<file path="src/rtl/market_record_assembler.sv">
// rtl/market_record_assembler.sv - packs FIFO bytes into 8-byte order records, checks packet index sequence.
// Optional partial-record idle timeout is compiled in with MARKET_RECORD_TIMEOUT_EN.
module market_record_assembler #(
    parameter int TIMEOUT_CYCLES = 1024,
    parameter int CNT_W          = 16
) (
    input  logic             clk,
    input  logic             rst,
    input  logic [7:0]       fifo_dout,
    input  logic             fifo_empty,
    output logic             fifo_rd_en,
    input  logic [11:0]      rx_index_in,
    input  logic             rx_packet_tlast_pulse,
    output logic             m_valid,
    input  logic             m_ready,
    output logic [7:0]       m_type,
    output logic [23:0]      m_price,
    output logic [15:0]      m_qty,
    output logic [15:0]      m_order_id,
    input  logic             clear_stats,
    output logic             seq_error,
    output logic [CNT_W-1:0] gap_count,
    output logic [CNT_W-1:0] bad_record_count,
    output logic [CNT_W-1:0] timeout_count
);
    typedef enum logic {COLLECT, EMIT} state_t;

    state_t      state_q, state_d;
    logic [3:0]  req_cnt_q, req_cnt_d;
    logic [3:0]  got_cnt_q, got_cnt_d;
    logic        rd_pending_q;
    logic [63:0] buf_q, buf_d;
    logic [7:0]  type_q, type_d;
    logic [23:0] price_q, price_d;
    logic [15:0] qty_q, qty_d;
    logic [15:0] oid_q, oid_d;
    logic        bad_inc, tmo_inc, tmo_fire;
    logic [11:0] exp_q;
    logic        exp_valid_q, seq_err_q;
    logic [CNT_W-1:0] gap_q, bad_q;
    logic        mismatch;

`ifdef MARKET_RECORD_TIMEOUT_EN
    localparam int IW = $clog2(TIMEOUT_CYCLES + 1);
    logic [IW-1:0]    idle_q;
    logic [CNT_W-1:0] tmo_q;

    // rd_pending blocks the timeout so an in-flight byte lands and restarts the count
    assign tmo_fire = (state_q == COLLECT) && (got_cnt_q != 4'd0) && !rd_pending_q
                      && (idle_q == IW'(TIMEOUT_CYCLES - 1));

    always_ff @(posedge clk or posedge rst) begin
        if (rst) begin
            idle_q <= '0;
            tmo_q  <= '0;
        end else begin
            if (state_q == COLLECT && got_cnt_q != 4'd0 && !rd_pending_q && !tmo_fire)
                idle_q <= idle_q + 1'b1;
            else
                idle_q <= '0;
            if (clear_stats)
                tmo_q <= '0;
            else if (tmo_inc && !(&tmo_q))
                tmo_q <= tmo_q + 1'b1;
        end
    end
    assign timeout_count = tmo_q;
`else
    assign tmo_fire      = 1'b0;
    assign timeout_count = '0;
`endif

    always_comb begin
        state_d    = state_q;
        req_cnt_d  = req_cnt_q;
        got_cnt_d  = got_cnt_q;
        buf_d      = buf_q;
        type_d     = type_q;
        price_d    = price_q;
        qty_d      = qty_q;
        oid_d      = oid_q;
        fifo_rd_en = 1'b0;
        bad_inc    = 1'b0;
        tmo_inc    = 1'b0;
        case (state_q)
            COLLECT: begin
                fifo_rd_en = !fifo_empty && (req_cnt_q < 4'd8) && !tmo_fire;
                if (fifo_rd_en)
                    req_cnt_d = req_cnt_q + 4'd1;
                if (rd_pending_q) begin
                    buf_d[{got_cnt_q[2:0], 3'b000} +: 8] = fifo_dout;
                    got_cnt_d = got_cnt_q + 4'd1;
                    if (got_cnt_q == 4'd7) begin
                        req_cnt_d = 4'd0;
                        got_cnt_d = 4'd0;
                        if (buf_d[7:0] >= 8'h01 && buf_d[7:0] <= 8'h03) begin
                            type_d  = buf_d[7:0];
                            price_d = {buf_d[15:8], buf_d[23:16], buf_d[31:24]};
                            qty_d   = {buf_d[39:32], buf_d[47:40]};
                            oid_d   = {buf_d[55:48], buf_d[63:56]};
                            state_d = EMIT;
                        end else begin
                            bad_inc = 1'b1;
                        end
                    end
                end
                if (tmo_fire) begin
                    req_cnt_d = 4'd0;
                    got_cnt_d = 4'd0;
                    tmo_inc   = 1'b1;
                end
            end
            EMIT: begin
                if (m_ready)
                    state_d = COLLECT;
            end
            default: state_d = COLLECT;
        endcase
    end

    always_ff @(posedge clk or posedge rst) begin
        if (rst) begin
            state_q      <= COLLECT;
            req_cnt_q    <= 4'd0;
            got_cnt_q    <= 4'd0;
            rd_pending_q <= 1'b0;
            buf_q        <= '0;
            type_q       <= '0;
            price_q      <= '0;
            qty_q        <= '0;
            oid_q        <= '0;
        end else begin
            state_q      <= state_d;
            req_cnt_q    <= req_cnt_d;
            got_cnt_q    <= got_cnt_d;
            rd_pending_q <= fifo_rd_en;
            buf_q        <= buf_d;
            type_q       <= type_d;
            price_q      <= price_d;
            qty_q        <= qty_d;
            oid_q        <= oid_d;
        end
    end

    assign mismatch = rx_packet_tlast_pulse && exp_valid_q && (rx_index_in != exp_q);

    // clear_stats takes priority over any same-cycle increment
    always_ff @(posedge clk or posedge rst) begin
        if (rst) begin
            exp_q       <= '0;
            exp_valid_q <= 1'b0;
            seq_err_q   <= 1'b0;
            gap_q       <= '0;
            bad_q       <= '0;
        end else if (clear_stats) begin
            exp_valid_q <= 1'b0;
            seq_err_q   <= 1'b0;
            gap_q       <= '0;
            bad_q       <= '0;
        end else begin
            if (rx_packet_tlast_pulse) begin
                exp_q       <= rx_index_in + 12'd1;
                exp_valid_q <= 1'b1;
            end
            if (mismatch) begin
                seq_err_q <= 1'b1;
                if (!(&gap_q))
                    gap_q <= gap_q + 1'b1;
            end
            if (bad_inc && !(&bad_q))
                bad_q <= bad_q + 1'b1;
        end
    end

    assign m_valid          = (state_q == EMIT);
    assign m_type           = type_q;
    assign m_price          = price_q;
    assign m_qty            = qty_q;
    assign m_order_id       = oid_q;
    assign seq_error        = seq_err_q;
    assign gap_count        = gap_q;
    assign bad_record_count = bad_q;
endmodule

</file>
<file path="config.mk">
export PLATFORM = sky130hd
export DESIGN_NAME = market_record_assembler
export DESIGN_NICKNAME = d
export VERILOG_FILES = /design/src/rtl/market_record_assembler.sv
export SDC_FILE = /design/constraint.sdc
export NUM_CORES = 1
export LEC_CHECK = 0
export ABC_AREA = 1
export BUFFER_PORTS_ARGS = -buffer_cell sky130_fd_sc_hd__buf_2
export CORE_MARGIN = 2
export CORE_UTILIZATION = 51
export DETAILED_ROUTE_END_ITERATION = 10
export GPL_ROUTABILITY_DRIVEN = 1
export PLACE_DENSITY = 0.7
export SYNTH_ARGS = -nofsm -noshare
export SYNTH_HDL_FRONTEND = slang
export SYNTH_SLANG_ARGS = --single-unit
export TNS_END_PERCENT = 20
</file>
<file path="constraint.sdc">
create_clock -name clk -period 7.2 [get_ports clk]
set_input_delay 1.44 -clock clk [delete_from_list [all_inputs] [get_ports clk]]
set_output_delay 1.44 -clock clk [all_outputs]
set_load 0.05 [all_outputs]
</file>
==> results of run 1 <==
registers in the layout, indices dropped and copies added (netlist names):
name,cells
bad_record_count,16
buf_q,64
exp_q,12
exp_valid_q,1
gap_count,16
got_cnt_q,4
m_order_id,16
m_price,24
m_qty,16
m_type,8
m_valid,1
rd_pending_q,1
req_cnt_q,4
seq_error,1
worst max-delay path, delay by kind of cell:
family / cells / cell delay (ns)
buffers and inverters: 3 / 0.49
and+or+nand+nor: 2 / 0.18
cell type report:
cell class	count	area, um^2
Fill cell	1593	7054
Sequential cell	184	4604
Multi-Input combinational cell	758	3727
Timing Repair Buffer	127	643.1
Clock buffer	17	425.4
Inverter	92	355.3
Tap cell	225	281.5
Clock inverter	15	145.1
synth_stat cells (17+ instances only):
library cell / number / share of area
o21ai_1: 50 / 0.028
inv_1: 88 / 0.037
buf_4: 17 / 0.014
nor2_1: 83 / 0.035
dfrtp_1: 184 / 0.51
a21oi_1: 36 / 0.020
nand3_1: 69 / 0.038
o21ai_0: 91 / 0.051
xor2_1: 30 / 0.029
clkbuf_1: 31 / 0.013
nand2_1: 279 / 0.12
nand4_1: 24 / 0.017
worst paths after layout:
path                         startpoint        endpoint  slack [ns]  depth (start not counted)
setup / recovery             fifo_empty      fifo_rd_en        3.65                          5
hold / removal                m_type[4]       m_type[4]        0.46                          2
min in group asynchronous           rst    gap_count[2]        1.22                          2
setup reg to reg           got_cnt_q[0]  m_order_id[14]        3.84                         15
max in group asynchronous           rst     m_price[20]        4.79                          3
hold reg to reg               m_type[4]       m_type[4]        0.46                          2
stage by stage:
stage	worst slack [ns]	util	instance area, um^2	hold slack, ns
floorplan	0.7596	-	9044	0.4479
global placement	3.534	0.5576	9612	0.4470
detailed placement	3.450	0.5576	9612	0.4503
CTS	3.636	0.5907	10180	0.4711
global route	3.498	0.5907	10180	0.4810
finish	3.645	0.5907	10180	0.4648
logic make-up (layout without fill, tap and decap cells):
group / Yosys count / after routing / share of synthesized area
multiplexers: 6 / 6 / 0.006683
other: 1 / 16 / 0.0004173
AND/OR/NAND/NOR: 494 / 494 / 0.2368
adder cells (fa/ha/maj): 7 / 7 / 0.009745
XOR/XNOR: 41 / 41 / 0.03995
AO/OA/AOI/OAI: 194 / 194 / 0.1132
buffers and inverters: 157 / 251 / 0.08089
flip-flops: 184 / 184 / 0.5123
routing by layer:
metal,up-vias,global-route usage,share of wire,wire length (um)
li1,3679,-,-,-
met1,3395,0.3212,0.49,9719
met2,161,0.3275,0.44,8694
met3,22,0.04259,0.047,926
met4,0,0.07234,0.015,297
met5,-,0,0,0
power by group through the flow:
stage / combinational [mW] / clock [mW] / sequential [mW]
detailed placement: 0.970 / 0 / 1.35
global placement: 0.950 / 0 / 1.34
global route: 1.09 / 0.964 / 1.35
floorplan: 0.682 / 0 / 1.43
finish: 0.968 / 0.908 / 1.33
CTS: 0.975 / 0.930 / 1.33
==> results.json, run 1 <==
{
  "cts_tree": "done",
  "dp_hpwl_um": 12830,
  "setup_violations": 0,
  "rsz0062_at_grt": "false",
  "syn-cell-area_um2": 8987,
  "grt_max_degree": 138,
  "period_needed_ns": 3.555,
  "maxCapViolCount": 0,
  "critPathMostFrequentCell": "buf_2",
  "vias_per_cell": 5.118,
  "worst-setup-path-type": "input pin to primary output",
  "clock_tree.root_cell": "clkbuf_16",
  "p_comb_frac": 0.302,
  "skew_ns": 0.009356,
  "antennaDiodeCount": 0,
  "die_w_um": 136.8,
  "start_util": 0.5214,
  "route.detailed.drc": 0,
  "syn-instance-count": 1084,
  "ys_seq_elements": 184,
  "syn2layout_area_growth_pct": 13.30,
  "p_seq_frac": 0.416,
  "min_path_type": "flip-flop to flip-flop",
  "num_vias": 7257,
  "synth.distinct_cells": 37,
  "drive_gt1_frac": 0.1601,
  "hold_buffers": 0,
  "cp_cell_sequence": "buf_2 > nor2_1 > nand2_1 > inv_1 > buf_2",
  "critPathMaxFanout": 4,
  "cellLeakagePower_nw": 5.321,
  "status": "completed",
  "synth_enable_flop_cells": 0,
  "p_sw_frac": 0.3841,
  "numCtsBuffers": 17,
  "clock_latency_ns": 0.44,
  "track_usage": 0.2192,
  "totalWireLength_um": 19640,
  "power_frac_clock": 0.283,
  "layout_common_cells": "nand2_1, dfrtp_1, buf_2",
  "ir_worst_vdd_mv": 0.1903,
  "async_reset_ff_frac": 1.000,
  "die_area_um2": 18700,
  "die_h_um": 136.8,
  "rows": 48,
  "crit_path_top_delay_cell": "buf_2",
  "synth-seq-area-share": 0.5123,
  "final_common_cell": "nand2_1",
  "wl_per_cell_um": 13.85,
  "numPlacedInstances": 1386,
  "grt_pass1_wl_um": 32300,
  "tns_ns": 0,
  "core-area_um2": 17240,
  "antenna_left": 0,
  "cp_slowest_stage_delay_ns": 0.27,
  "cp-end-kind": "primary output",
  "place_congestion": 0.8614,
  "cts_resized": 0,
  "switchingPower_mw": 1.233,
  "clk_pin_slew_worst_paths_ns": 0.07,
  "postCtsSetupBuffers": 0,
  "yosysWarnings": 0,
  "power.internal_mw": 1.976,
  "tightest_slew_ns": 1.128,
  "cts.path.max_buffers": 2,
  "antenna_found_initial": 0,
  "slew_headroom": 0.2477,
  "drt-pass1-iter-count": 6,
  "grt_pass1_vias": 6487,
  "grt_overflow_total": 0,
  "hold_viol_final": 0,
  "power.total_mw": 3.209,
  "final_cells": 1418,
  "cp.arrival_ns": 2.11,
  "htree_levels": 4,
  "syn_area_per_cell_um2": 8.291,
  "final.period_utilization": 0.4937,
  "layout.nets": 1213,
  "max_freq_ghz": 0.2813,
  "cp-start-kind": "input pin",
  "io_buffers": 124,
  "slew_viol_final": 0,
  "power_density_nw_per_um2": 315.2,
  "pin_count": 141,
  "synth-main-ff-cell": "dfrtp_1",
  "cts.sink_count": 184,
  "crit_required_ns": 5.76,
  "drt_first_iter_violations": 513
}
No activity file was read; power rests on OpenSTA's default activity.
==> run 2, diff against run 1 <==
--- a/config.mk
+++ b/config.mk
@@ -11,7 +11,7 @@
 export CORE_UTILIZATION = 51
 export DETAILED_ROUTE_END_ITERATION = 10
 export GPL_ROUTABILITY_DRIVEN = 1
-export PLACE_DENSITY = 0.7
+export PLACE_DENSITY = 0.73
 export SYNTH_ARGS = -nofsm -noshare
 export SYNTH_HDL_FRONTEND = slang
 export SYNTH_SLANG_ARGS = --single-unit
==> constraint.sdc (replaced) <==
create_clock -name clk -period 3.2 [get_ports clk]
set_input_delay 0.64 -clock clk [delete_from_list [all_inputs] [get_ports clk]]
set_output_delay 0.64 -clock clk [all_outputs]
set_load 0.05 [all_outputs]
==> results.json, run 2 (synthesized netlist as in run 1, its figures left out) <==
{
  "cts.path.max_buffers": 2,
  "die_area_um2": 18700,
  "largest_register_ff_count": 64,
  "start_util": 0.5214,
  "clock_latency_ns": 0.43,
  "cts_tree": "done",
  "die_w_um": 136.8,
  "rsz0062_at_grt": "false",
  "tns_ns": 0,
  "pin_count": 141,
  "clk_pin_slew_worst_paths_ns": 0.07,
  "critPathMostFrequentCell": "nand2_1",
  "htree_levels": 4,
  "crit_start": "got_cnt_q[0]",
  "r2r_cells": 14,
  "cp-start-kind": "flip-flop",
  "maxCapViolCount": 0,
  "rows": 48,
  "grt_pass1_wl_um": 33270,
  "register_area_um2": 4604,
  "largest-register": "buf_q",
  "crit_required_ns": 3.50,
  "cellLeakagePower_nw": 5.392,
  "layout_common_cells": "nand2_1, dfrtp_1, buf_2",
  "slew_viol_final": 0,
  "cp_cell_sequence": "inv_4 > ha_1 > ha_1 > inv_2 > nand2_2 > nor2_8 > nand3_1 > nand2_1 > nand2_1 > nor2_2 > nand3_4 > buf_12 > nand2_1 > o21ai_1",
  "hold_viol_final": 0,
  "syn2layout_area_growth_pct": 15.04,
  "power_density_nw_per_um2": 705.1,
  "final.period_utilization": 0.8656,
  "hold_buffers": 0,
  "r2r_start": "got_cnt_q[0]",
  "antenna_found_initial": 0,
  "min_path_type": "input pin to async pin",
  "route.detailed.drc": 0,
  "drive_gt1_frac": 0.1697,
  "fin_area_um2": 10340,
  "hold_ws_ns": 0.2072,
  "track_usage": 0.2260,
  "grt_pass1_vias": 6659,
  "ir_worst_vdd_mv": 0.4369,
  "antennaDiodeCount": 0,
  "setup_violations": 0,
  "place_congestion": 0.8327,
  "skew_ns": 0.009757,
  "grt_overflow_total": 0,
  "cts_resized": 0,
  "r2r_end": "m_qty[10]",
  "cts.sink_count": 184,
  "multi_input_area_um2": 3727,
  "post_dp_cell_area_um2": 9758,
  "worst-setup-path-type": "flip-flop to flip-flop",
  "antenna_left": 0,
  "crit_path_top_delay_cell": "dfrtp_1",
  "core-area_um2": 17240,
  "vias_per_cell": 5.179,
  "critPathMaxFanout": 42,
  "num_vias": 7422,
  "cp-end-kind": "flip-flop",
  "totalWireLength_um": 20400,
  "grt_max_degree": 73,
  "postCtsSetupBuffers": 0,
  "tightest_slew_ns": 0.6210,
  "drt_first_iter_violations": 655,
  "clock_tree.root_cell": "clkbuf_16",
  "rrSetupSlack_ns": 0.43,
  "drt-pass1-iter-count": 5,
  "n_fill_cell": 1568,
  "status": "completed",
  "final_common_cell": "nand2_1",
  "dp_hpwl_um": 14000,
  "fin_ws_ns": 0.4302,
  "slew_headroom": 0.5848,
  "numCtsBuffers": 17,
  "die_h_um": 136.8,
  "io_buffers": 124,
  "wl_per_cell_um": 14.24,
  "cp_slowest_stage_delay_ns": 0.41,
  "max_freq_ghz": 0.3610,
  "period_needed_ns": 2.770,
  "layout.nets": 1228,
  "cp.arrival_ns": 3.07,
  "pre_cts_slack_ns": 0.4477,
  "power.total_mw": 7.289
}
## run 2: how the worst max path moves through the flow
stage | endpoint | slack [ns] | cells past startpoint
final | m_qty[10] | 0.43 | 14
after global routing | m_price[16] | 0.16 | 14
after CTS | m_qty[10] | 0.43 | 14
after detailed placement | m_price[20] | 0.45 | 14
after global placement | m_price[20] | 0.51 | 14
after floorplan | bad_record_count[0] | 0.20 | 1
## run 2: area by class of cell
type	instances	share of cell area
clock buffers	18	0.04151
clock inverters	14	0.01464
inverters	92	0.03401
multi-input cells	758	0.3605
flip-flops and latches	184	0.4454
well taps	225	0.02723
repair buffers	142	0.07673
## run 2: layer usage
| metal | wire, um | vias up | part of all wire | global-route usage |
|---|---|---|---|---|
| li1 | - | 3702 | - | - |
| met1 | 9898 | 3522 | 0.49 | 0.3406 |
| met2 | 9263 | 182 | 0.45 | 0.3350 |
| met3 | 986 | 16 | 0.048 | 0.04556 |
| met4 | 253 | 0 | 0.012 | 0.05556 |
| met5 | 0 | - | 0 | 0 |
## run 2: power by group
group | switching, mW | internal (mW) | leakage [nW] | total, mW
logic | 1.59 | 0.623 | 2.64 | 2.22
registers | 0.255 | 2.75 | 2.48 | 3.01
clock network | 0.911 | 1.16 | 0.269 | 2.07
total | 2.76 | 4.53 | 5.39 | 7.29
## run 2: metrics by stage
stage | utilization | cells
detailed placement | 0.5661 | 1401
CTS | 0.5998 | 1433
floorplan | - | 1099
finish | 0.5998 | 1433
global placement | 0.5661 | 1401
global route | 0.5998 | 1433
## run 2: critical path, delay by kind of cell, from the launching register on
kind	cells	cell delay [ns]
AO/OA/AOI/OAI	1	0.06
AND/OR/NAND/NOR	8	1.11
flip-flops	1	0.41
buffers and inverters	3	0.50
adder cells (fa/ha/maj)	2	0.53
==> run 3, diff against run 2 <==
==> constraint.sdc (replaced) <==
create_clock -name clk -period 2.3 [get_ports clk]
set_input_delay 0.46 -clock clk [delete_from_list [all_inputs] [get_ports clk]]
set_output_delay 0.46 -clock clk [all_outputs]
set_load 0.05 [all_outputs]
==> results.json, run 3 (synthesized netlist as in run 1, its figures left out) <==
{
  "worst-setup-path-type": "flip-flop to flip-flop",
  "min_path_type": "input pin to async pin",
  "track_usage": 0.2217,
  "io_buffers": 124,
  "slew_viol_final": 0,
  "numCtsBuffers": 17,
  "cp.arrival_ns": 2.62,
  "clock_latency_ns": 0.43,
  "cp-start-kind": "flip-flop",
  "period_needed_ns": 2.304,
  "route.detailed.drc": 0,
  "maxCapViolCount": 0,
  "fin_area_um2": 10950,
  "n_fill_cell": 1412,
  "rsz0062_at_grt": "true",
  "core-area_um2": 17240,
  "critPathMostFrequentCell": "nor2_4",
  "vias_per_cell": 5.234,
  "die_w_um": 136.8,
  "layout_common_cells": "nand2_1, dfrtp_1, buf_2",
  "antenna_found_initial": 0,
  "cp_cell_sequence": "inv_2 > ha_4 > ha_4 > inv_2 > nand2_4 > nor2_4 > nand3_1 > nand2_2 > nor2_4 > nor2_4 > nand3_4 > clkbuf_16 > clkbuf_16 > nand2_1 > o21ai_1",
  "cts.sink_count": 184,
  "dp_hpwl_um": 13450,
  "pin_count": 141,
  "power_density_nw_per_um2": 973.7,
  "clk_pin_slew_worst_paths_ns": 0.07,
  "die_h_um": 136.8,
  "antenna_left": 0,
  "ir_worst_vdd_mv": 0.6914,
  "post_dp_cell_area_um2": 9903,
  "cellLeakagePower_nw": 5.689,
  "tightest_slew_ns": 0.6977,
  "cp_top_family": "simple AND/OR/NAND/NOR gates",
  "cp-end-kind": "flip-flop",
  "hold_viol_final": 0,
  "htree_levels": 4,
  "place_congestion": 0.8894,
  "r2r_cells": 15,
  "drt_first_iter_violations": 669,
  "rows": 48,
  "cts_tree": "done",
  "r2r_end": "m_price[7]",
  "max_freq_ghz": 0.4341,
  "clock_tree.root_cell": "clkbuf_16",
  "syn2layout_area_growth_pct": 21.83,
  "antennaDiodeCount": 0,
  "violations": "negative setup slack",
  "grt_overflow_total": 0,
  "crit_path_top_delay_cell": "dfrtp_1",
  "grt_max_degree": 131,
  "drt-pass1-iter-count": 5,
  "largest-register": "buf_q",
  "wl_per_cell_um": 15.12,
  "r2r_start": "got_cnt_q[1]",
  "setup_violations": 1,
  "critPathMaxFanout": 8,
  "final_common_cell": "nand2_1",
  "slew_headroom": 0.5348,
  "skew_ns": 0.007711,
  "final.period_utilization": 1.002,
  "grt_pass1_vias": 6524,
  "rrSetupSlack_ns": -0.004,
  "grt_pass1_wl_um": 32630,
  "start_util": 0.5214,
  "fin_util": 0.6352,
  "fin_ws_ns": -0.003517,
  "totalWireLength_um": 22180,
  "crit_required_ns": 2.62,
  "cp_slowest_stage_delay_ns": 0.39,
  "num_vias": 7679,
  "largest_register_ff_count": 64,
  "path_buf_inv": 4,
  "cts.path.max_buffers": 2,
  "layout.nets": 1262,
  "drive_gt1_frac": 0.2110,
  "die_area_um2": 18700,
  "status": "complete, but fails checks"
}
run 3: tightest hold or removal path, stage by stage:
cell        delay, ns
buf_2            0.11
clkinvlp_4       0.09
buf_4            0.26
run 3: power breakdown:
group	internal [mW]	leakage [nW]	total [mW]	switching, mW
Combinational	1.19	2.94	3.66	2.47
Sequential	3.83	2.48	4.17	0.343
Clock	1.54	0.272	2.83	1.29
run 3: how the worst max path moves through the flow:
stage	depth (start not counted)	to	startpoint
after floorplan	1	bad_record_count[0]	rst
after global placement	14	m_price[20]	got_cnt_q[0]
after detailed placement	14	m_price[10]	got_cnt_q[0]
after CTS	14	m_price[10]	got_cnt_q[0]
after global routing	14	m_qty[6]	got_cnt_q[0]
final	15	m_price[7]	got_cnt_q[1]
run 3: per-layer routing:
layer	GRT usage	part of all wire	vias up
met5	0	0	-
met4	0.07581	0.017	0
met3	0.03704	0.055	29
met2	0.3219	0.45	241
met1	0.3357	0.48	3618
li1	-	-	3791
run 3: layout make-up:
class	count	area, um^2	share of cell area
flip-flops and latches	184	4604	0.4205
multi-input cells	759	3865	0.3530
repair buffers	175	1284	0.1172
clock buffers	20	446.7	0.04080
inverters	92	351.6	0.03211
well taps	225	281.5	0.02571
clock inverters	12	116.4	0.01063
run 3: stage by stage:
stage / setup TNS [ns] / setup slack (ns) / total power, mW / instances / hold WS, ns
finish: -0.003517 / -0.003517 / 10.66 / 1467 / 0.1212
global route: -3.858 / -0.09995 / 11.31 / 1467 / 0.1415
CTS: -0.06533 / -0.01593 / 10.37 / 1449 / 0.1159
detailed placement: -0.3788 / -0.03472 / 7.512 / 1417 / 0.4463
global placement: 0 / 0.05600 / 7.413 / 1417 / 0.4460
floorplan: -97.48 / -0.5245 / 6.601 / 1099 / 0.4479
run 3: what timing repair did:
item / CTS / global route
hold buffers: 0 / 0
setup buffers: 0 / 2
pin swaps: 0 / 8
gates resized for setup: 1 / 37
gates cloned: 0 / 16
endpoints found under the setup margin: 49 / 81
endpoints found under the hold margin: 0 / 0
